$ cat src/rtl/board_io_ctrl.sv
// Board I/O controller: synchronised and debounced switches/buttons, press pulses,
// PWM-dimmed LEDs and a PLL-lock-qualified, stretched SoC reset.
module board_io_ctrl #(
   parameter int unsigned SW_WIDTH        = 16,
   parameter int unsigned BTN_WIDTH       = 1,
   parameter int unsigned LED_WIDTH       = 16,
   parameter int unsigned DEBOUNCE_CYCLES = 1000000,
   parameter int unsigned RST_STRETCH     = 16,
   parameter int unsigned PWM_BITS        = 8
) (
   input  logic                 clk_i,
   input  logic                 arst_n_i,
   input  logic                 pll_locked_i,
   input  logic [SW_WIDTH-1:0]  sw_i,
   input  logic [BTN_WIDTH-1:0] btn_i,
   input  logic [LED_WIDTH-1:0] led_i,
   input  logic [PWM_BITS-1:0]  led_bright_i,
   output logic                 sys_arst_o,
   output logic [SW_WIDTH-1:0]  sw_o,
   output logic [BTN_WIDTH-1:0] btn_o,
   output logic [BTN_WIDTH-1:0] btn_press_o,
   output logic [LED_WIDTH-1:0] led_o
);

   localparam int unsigned NumCh = SW_WIDTH + BTN_WIDTH;
   localparam int unsigned DbW   = $clog2(DEBOUNCE_CYCLES + 1);
   localparam int unsigned RsW   = $clog2(RST_STRETCH + 1);
   localparam logic [DbW-1:0] DbLast = DbW'(DEBOUNCE_CYCLES - 1);
   localparam logic [RsW-1:0] RsLast = RsW'(RST_STRETCH - 1);

   typedef enum logic [1:0] {StReset, StStretch, StRun} rst_state_e;

   logic [NumCh-1:0]     raw;
   logic [NumCh-1:0]     sync1_q, sync2_q;
   logic [NumCh-1:0]     stable_q, stable_d;
   logic [DbW-1:0]       db_cnt_q [NumCh];
   logic [DbW-1:0]       db_cnt_d [NumCh];
   logic [BTN_WIDTH-1:0] btn_dly_q, press_q;
   logic                 lock1_q, lock2_q;
   logic [PWM_BITS-1:0]  pwm_cnt_q;
   logic                 pwm_on;
   logic [LED_WIDTH-1:0] led_q;
   rst_state_e           state_q, state_d;
   logic [RsW-1:0]       rst_cnt_q, rst_cnt_d;
   logic                 sys_arst_q;

   assign raw = {btn_i, sw_i};

   always_ff @(posedge clk_i or negedge arst_n_i) begin
      if (!arst_n_i) begin
         sync1_q <= '0;
         sync2_q <= '0;
         lock1_q <= 1'b0;
         lock2_q <= 1'b0;
      end else begin
         sync1_q <= raw;
         sync2_q <= sync1_q;
         lock1_q <= pll_locked_i;
         lock2_q <= lock1_q;
      end
   end

   // A channel flips only after DEBOUNCE_CYCLES consecutive disagreeing samples.
   always_comb begin
      stable_d = stable_q;
      for (int i = 0; i < NumCh; i++) begin
         db_cnt_d[i] = '0;
         if (sync2_q[i] != stable_q[i]) begin
            if (db_cnt_q[i] == DbLast) begin
               stable_d[i] = sync2_q[i];
            end else begin
               db_cnt_d[i] = db_cnt_q[i] + DbW'(1);
            end
         end
      end
   end

   always_ff @(posedge clk_i or negedge arst_n_i) begin
      if (!arst_n_i) begin
         stable_q <= '0;
         for (int i = 0; i < NumCh; i++) begin
            db_cnt_q[i] <= '0;
         end
      end else begin
         stable_q <= stable_d;
         for (int i = 0; i < NumCh; i++) begin
            db_cnt_q[i] <= db_cnt_d[i];
         end
      end
   end

   always_ff @(posedge clk_i or negedge arst_n_i) begin
      if (!arst_n_i) begin
         btn_dly_q <= '0;
         press_q   <= '0;
      end else begin
         btn_dly_q <= stable_q[SW_WIDTH +: BTN_WIDTH];
         press_q   <= stable_q[SW_WIDTH +: BTN_WIDTH] & ~btn_dly_q;
      end
   end

   // All-ones brightness is forced to full duty; otherwise one step would stay dark.
   assign pwm_on = (pwm_cnt_q < led_bright_i) || (&led_bright_i);

   always_ff @(posedge clk_i or negedge arst_n_i) begin
      if (!arst_n_i) begin
         pwm_cnt_q <= '0;
         led_q     <= '0;
      end else begin
         pwm_cnt_q <= pwm_cnt_q + PWM_BITS'(1);
         led_q     <= led_i & {LED_WIDTH{pwm_on}};
      end
   end

   always_comb begin
      state_d   = state_q;
      rst_cnt_d = rst_cnt_q;
      unique case (state_q)
         StReset: begin
            rst_cnt_d = '0;
            if (lock2_q) state_d = StStretch;
         end
         StStretch: begin
            if (!lock2_q) begin
               state_d   = StReset;
               rst_cnt_d = '0;
            end else if (rst_cnt_q == RsLast) begin
               state_d   = StRun;
               rst_cnt_d = '0;
            end else begin
               rst_cnt_d = rst_cnt_q + RsW'(1);
            end
         end
         StRun: begin
            if (!lock2_q) state_d = StReset;
         end
         default: begin
            state_d   = StReset;
            rst_cnt_d = '0;
         end
      endcase
   end

   // Output flop tracks the next state so reset releases on the RUN entry edge.
   always_ff @(posedge clk_i or negedge arst_n_i) begin
      if (!arst_n_i) begin
         state_q    <= StReset;
         rst_cnt_q  <= '0;
         sys_arst_q <= 1'b1;
      end else begin
         state_q    <= state_d;
         rst_cnt_q  <= rst_cnt_d;
         sys_arst_q <= (state_d != StRun);
      end
   end

   assign sys_arst_o  = sys_arst_q;
   assign sw_o        = stable_q[SW_WIDTH-1:0];
   assign btn_o       = stable_q[SW_WIDTH +: BTN_WIDTH];
   assign btn_press_o = press_q;
   assign led_o       = led_q;

endmodule

$ cat config.mk
export PLATFORM = sky130hd
export DESIGN_NAME = board_io_ctrl
export DESIGN_NICKNAME = d
export VERILOG_FILES = /design/src/rtl/board_io_ctrl.sv
export SDC_FILE = /design/constraint.sdc
export NUM_CORES = 1
export LEC_CHECK = 0
export BUFFER_PORTS_ARGS = -buffer_cell sky130_fd_sc_hd__buf_2
export CAP_MARGIN = 20
export CORE_ASPECT_RATIO = 1.25
export CORE_MARGIN = 8
export CORE_UTILIZATION = 55
export CTS_CLUSTER_DIAMETER = 200
export CTS_CLUSTER_SIZE = 28
export DETAILED_ROUTE_END_ITERATION = 10
export GPL_TIMING_DRIVEN = 0
export HOLD_SLACK_MARGIN = 0.06
export PLACE_DENSITY = 0.72
export SYNTH_ARGS = -nofsm -noshare
export SYNTH_HDL_FRONTEND = slang
export SYNTH_SLANG_ARGS = --single-unit
export TNS_END_PERCENT = 10
$ cat constraint.sdc
create_clock -name clk_i -period 5.8 [get_ports clk_i]
set_clock_uncertainty 0.15 [all_clocks]
set_input_delay 1.16 -clock clk_i [delete_from_list [all_inputs] [get_ports clk_i]]
set_output_delay 1.16 -clock clk_i [all_outputs]
set_load 0.05 [all_outputs]
==> reports/qor_table.md <==
| Parameter | This run | Unit |
|:---|:---|:---|
| Critical-path cell with the highest stage delay | dfstp_2 | - |
| Net Count, Synth | 2108 | - |
| Total clock buffers created by CTS | 19 | - |
| Proportion of netlist area held by the largest area contributor | 52.8 | % |
| Commonest cells post-synth | dfrtp_1, nor2_1, nand3_1 | - |
| Highest net fanout along the worst path | 1 | - |
| Cell family contributing the most delay on the critical path | flip-flops | - |
| Most used standard cell by instance count after synthesis | dfrtp_1 | - |
| Classification of the worst-slack hold path | reg -> reg | - |
| Switching part of the total | 23.3 | % |
| Ys async rst share | 100 | % |
| Gpl congestion | 0.822 | - |
| Via/cell ratio | 5.73 | - |
| Clock root buffer | clkbuf_16 | - |
| Minimum clock period after layout | 2640 | ps |
| TritonRoute pass-1 iters | 4 | - |
| F_max | 379 | MHz |
| Area of the die | 43100 | µm² |
| All-layer global routing usage | 17.6 | % |
| Max-capacitance violation count | 0 | - |
| Depth of the worst register-to-register path | 7 | - |
| Leakage component of the power | 8.96 | nW |
| Worst-skew pair later-pin latency | 530 | ps |
| Critical path type | reg -> out | - |
| Synth top area cells | dfrtp_1, nor2_1, xnor2_1 | - |
| Count of buffering cells on the critical path with inverters included | 1 | - |
| Final Slew Violations | 0 | - |
| Remaining antenna violation count after routing | 0 | - |
| I/O Buffers | 78 | - |
| Count of cells resized by post-cts repair | 0 | - |
| CTS sink count | 427 | - |
| Routed wirelength normalized by instance count | 14.3 | µm |
| Share of the yosys chip area belonging to registers | 53.0 | % |
| Transition at the pin with the smallest max-transition slack | 607 | ps |
| Accumulated negative setup slack | 0 | ps |
| Initial DRC count | 805 | - |
| Number of synthesized flops with an enable pin | 0 | - |
| Flip-flop cell with the highest count after synthesis | dfrtp_1 | - |
| Worst EP required | 4490 | ps |
| Clock network power share | 31.6 | % |
| Congestion Overflow GR | 0 | - |
| Crit path largest cell delay | 540 | ps |
| H-tree Lvls | 1 | - |
| Hold bufs inserted after CTS | 0 | - |
| Count of final hold-check violations | 0 | - |
| Final wirelength | 37600 | µm |
| Mapped Cells | 2038 | - |
| Initial Util | 55.7 | % |
| Number of distinct standard cells referenced by the synthesized netlist | 49 | - |
| Postcts setup bufs | 0 | - |
| Relative max-transition margin | 59.2 | % |
| Final core utilization | 60.3 | % |
| CP Capture Type | primary output | - |
| Area added between synthesis and finish | 8.14 | % |
| Part of the power in combinational logic | 5.1 | % |
| Detailed Place HPWL | 26400 | µm |
| Outcome | complete, no violations | - |
| Site Rows | 78 | - |
| Synth area leader | dfrtp_1 | - |
| Power dissipated by switching net loads | 1.13 | mW |
| Global-route wire length before repair | 67400 | µm |
| Vias in the first global route | 15193 | - |
| Largest net degree at the start of global routing | 111 | - |
| Cell depth of the worst hold path | 0 | - |
| Worst EP arrival | 1330 | ps |
| Number of storage elements in the synthesis netlist | 427 | - |
| Netlist Area Pre-Place | 20200 | µm² |
| Kind of launch point of the worst setup path | flip-flop | - |
| DIE HEIGHT | 230 | µm |
| Power density normalized to cell area | 222 | nW/µm² |
| Die extent in x | 187 | µm |
| Largest vdd supply drop | 0.314 | mV |
| Longest Clk Path Bufs | 3 | - |
| Unrepaired setup endpoints after global routing | false | - |
| Internal power summed over all cells | 3.72 | mW |
| Post-route DRC violation count | 0 | - |
| Final Net Count | 2211 | - |
| Final period utilization | 45.5 | % |
| Critical Path, Cell by Cell | buf_2 | - |
| Setup Viol. Count Final | 0 | - |
| Number of antenna violations at the first check in global routing | 1 | - |
| Count of cell instances traversed by the critical path | 1 | - |
| Post-CTS clock slew at the launch and capture registers of the worst setup and hold paths | 110 | ps |
| Proportion of layout cells with a drive suffix above 1 | 7.17 | % |
| Number of top-level pins | 79 | - |
| Antenna cells | 0 | - |
| Core region area | 36200 | µm² |
| Sequential cell fraction of total power | 63.3 | % |
| Synthesized area per cell | 9.90 | µm² |
| Synth warnings | 0 | - |
| TritonCTS clock tree | built | - |
| Via count | 15053 | - |
layer usage:
| metal | global-route usage (%) | up-vias | share of wire, % |
|---|---|---|---|
| li1 | - | 7427 | - |
| met1 | 21.5 | 7468 | 45 |
| met2 | 32.5 | 124 | 51 |
| met3 | 2.14 | 32 | 2.6 |
| met4 | 4.08 | 2 | 1.3 |
| met5 | 0 | - | 0.035 |
through the flow:
step	hold WS (ps)	worst slack (ps)	cell area, µm²	power [mW]	instances
3_3_place_gp	182	-4940	21200	3.37	2596
4_1_cts	210	3120	21800	4.93	2627
2_1_floorplan	181	3160	20200	3.25	2038
3_5_place_dp	185	2650	21300	3.38	2600
6_report	204	3160	21800	4.85	2627
5_1_grt	219	3020	21800	5.06	2627
worst paths after layout:
check,start,slack [ps],endpoint
max,sys_arst_o,3160,sys_arst_o
max in group asynchronous,arst_n_i,3750,db_cnt_q[313]
min,sync1_q[4],200,sync2_q[4]
min in group asynchronous,arst_n_i,410,db_cnt_q[178]
min reg2reg,sync1_q[4],200,sync2_q[4]
max reg2reg,db_cnt_q[200],3320,db_cnt_q[212]
kinds of logic after synthesis:
group           count (synthesis)  share of synthesized area [%]
fa+ha+maj                      26                           1.61
xor+xnor                      229                           9.94
simple gates                  938                           24.5
buf+inv                       137                           2.62
flops                         427                           53.0
mux                            17                          0.949
compound gates                264                           7.37
layout make-up:
class	instances	area, µm²
well taps	480	601
inverters	68	255
multi-input cells	1474	8960
repair buffers	82	510
clock inverters	1	30.0
flip-flops and latches	427	10700
clock buffers	26	502
fillers	3066	14400
plain buffers	69	273
state kept, by name, summed over array words and instances, names as in the netlist:
register     flops
btn_dly_q        1
pwm_cnt_q        8
rst_cnt_q        5
stable_q        17
lock1_q          1
db_cnt_q       340
btn_press_o      1
led_o           16
sys_arst_o       1
sync2_q         17
state_q          2
lock2_q          1
sync1_q         17
power groups by stage:
stage / clock network (mW) / logic (mW) / registers [mW]
floorplan: 0 / 0.105 / 3.15
global placement: 0 / 0.241 / 3.12
detailed placement: 0 / 0.257 / 3.13
CTS: 1.60 / 0.258 / 3.07
global route: 1.70 / 0.288 / 3.08
finish: 1.53 / 0.248 / 3.07
layout by cell type (no fill, tap or decap), drive strengths merged, types with 2 or more instances in the layout:
| master | n |
|---|---|
| nand2 | 110 |
| o31ai | 46 |
| nor3 | 49 |
| a21oi | 121 |
| nand4b | 10 |
| nor2 | 269 |
| or4b | 10 |
| buf | 92 |
| nor4 | 48 |
| xor2 | 114 |
| mux2 | 17 |
| or2 | 5 |
| a31o | 5 |
| o21ai | 81 |
| nand3 | 142 |
| and4 | 22 |
| nand4 | 89 |
| xnor2 | 115 |
| clkbuf | 85 |
| dfrtp | 426 |
| and3 | 40 |
| nand3b | 2 |
| or4 | 52 |
| o21a | 2 |
| ha | 26 |
| nor4b | 10 |
| or3 | 55 |
| nor2b | 4 |
| nand2b | 4 |
| o22ai | 2 |
| o41ai | 3 |
| inv | 68 |
| and2 | 12 |
(Power assumes the default switching activity.)
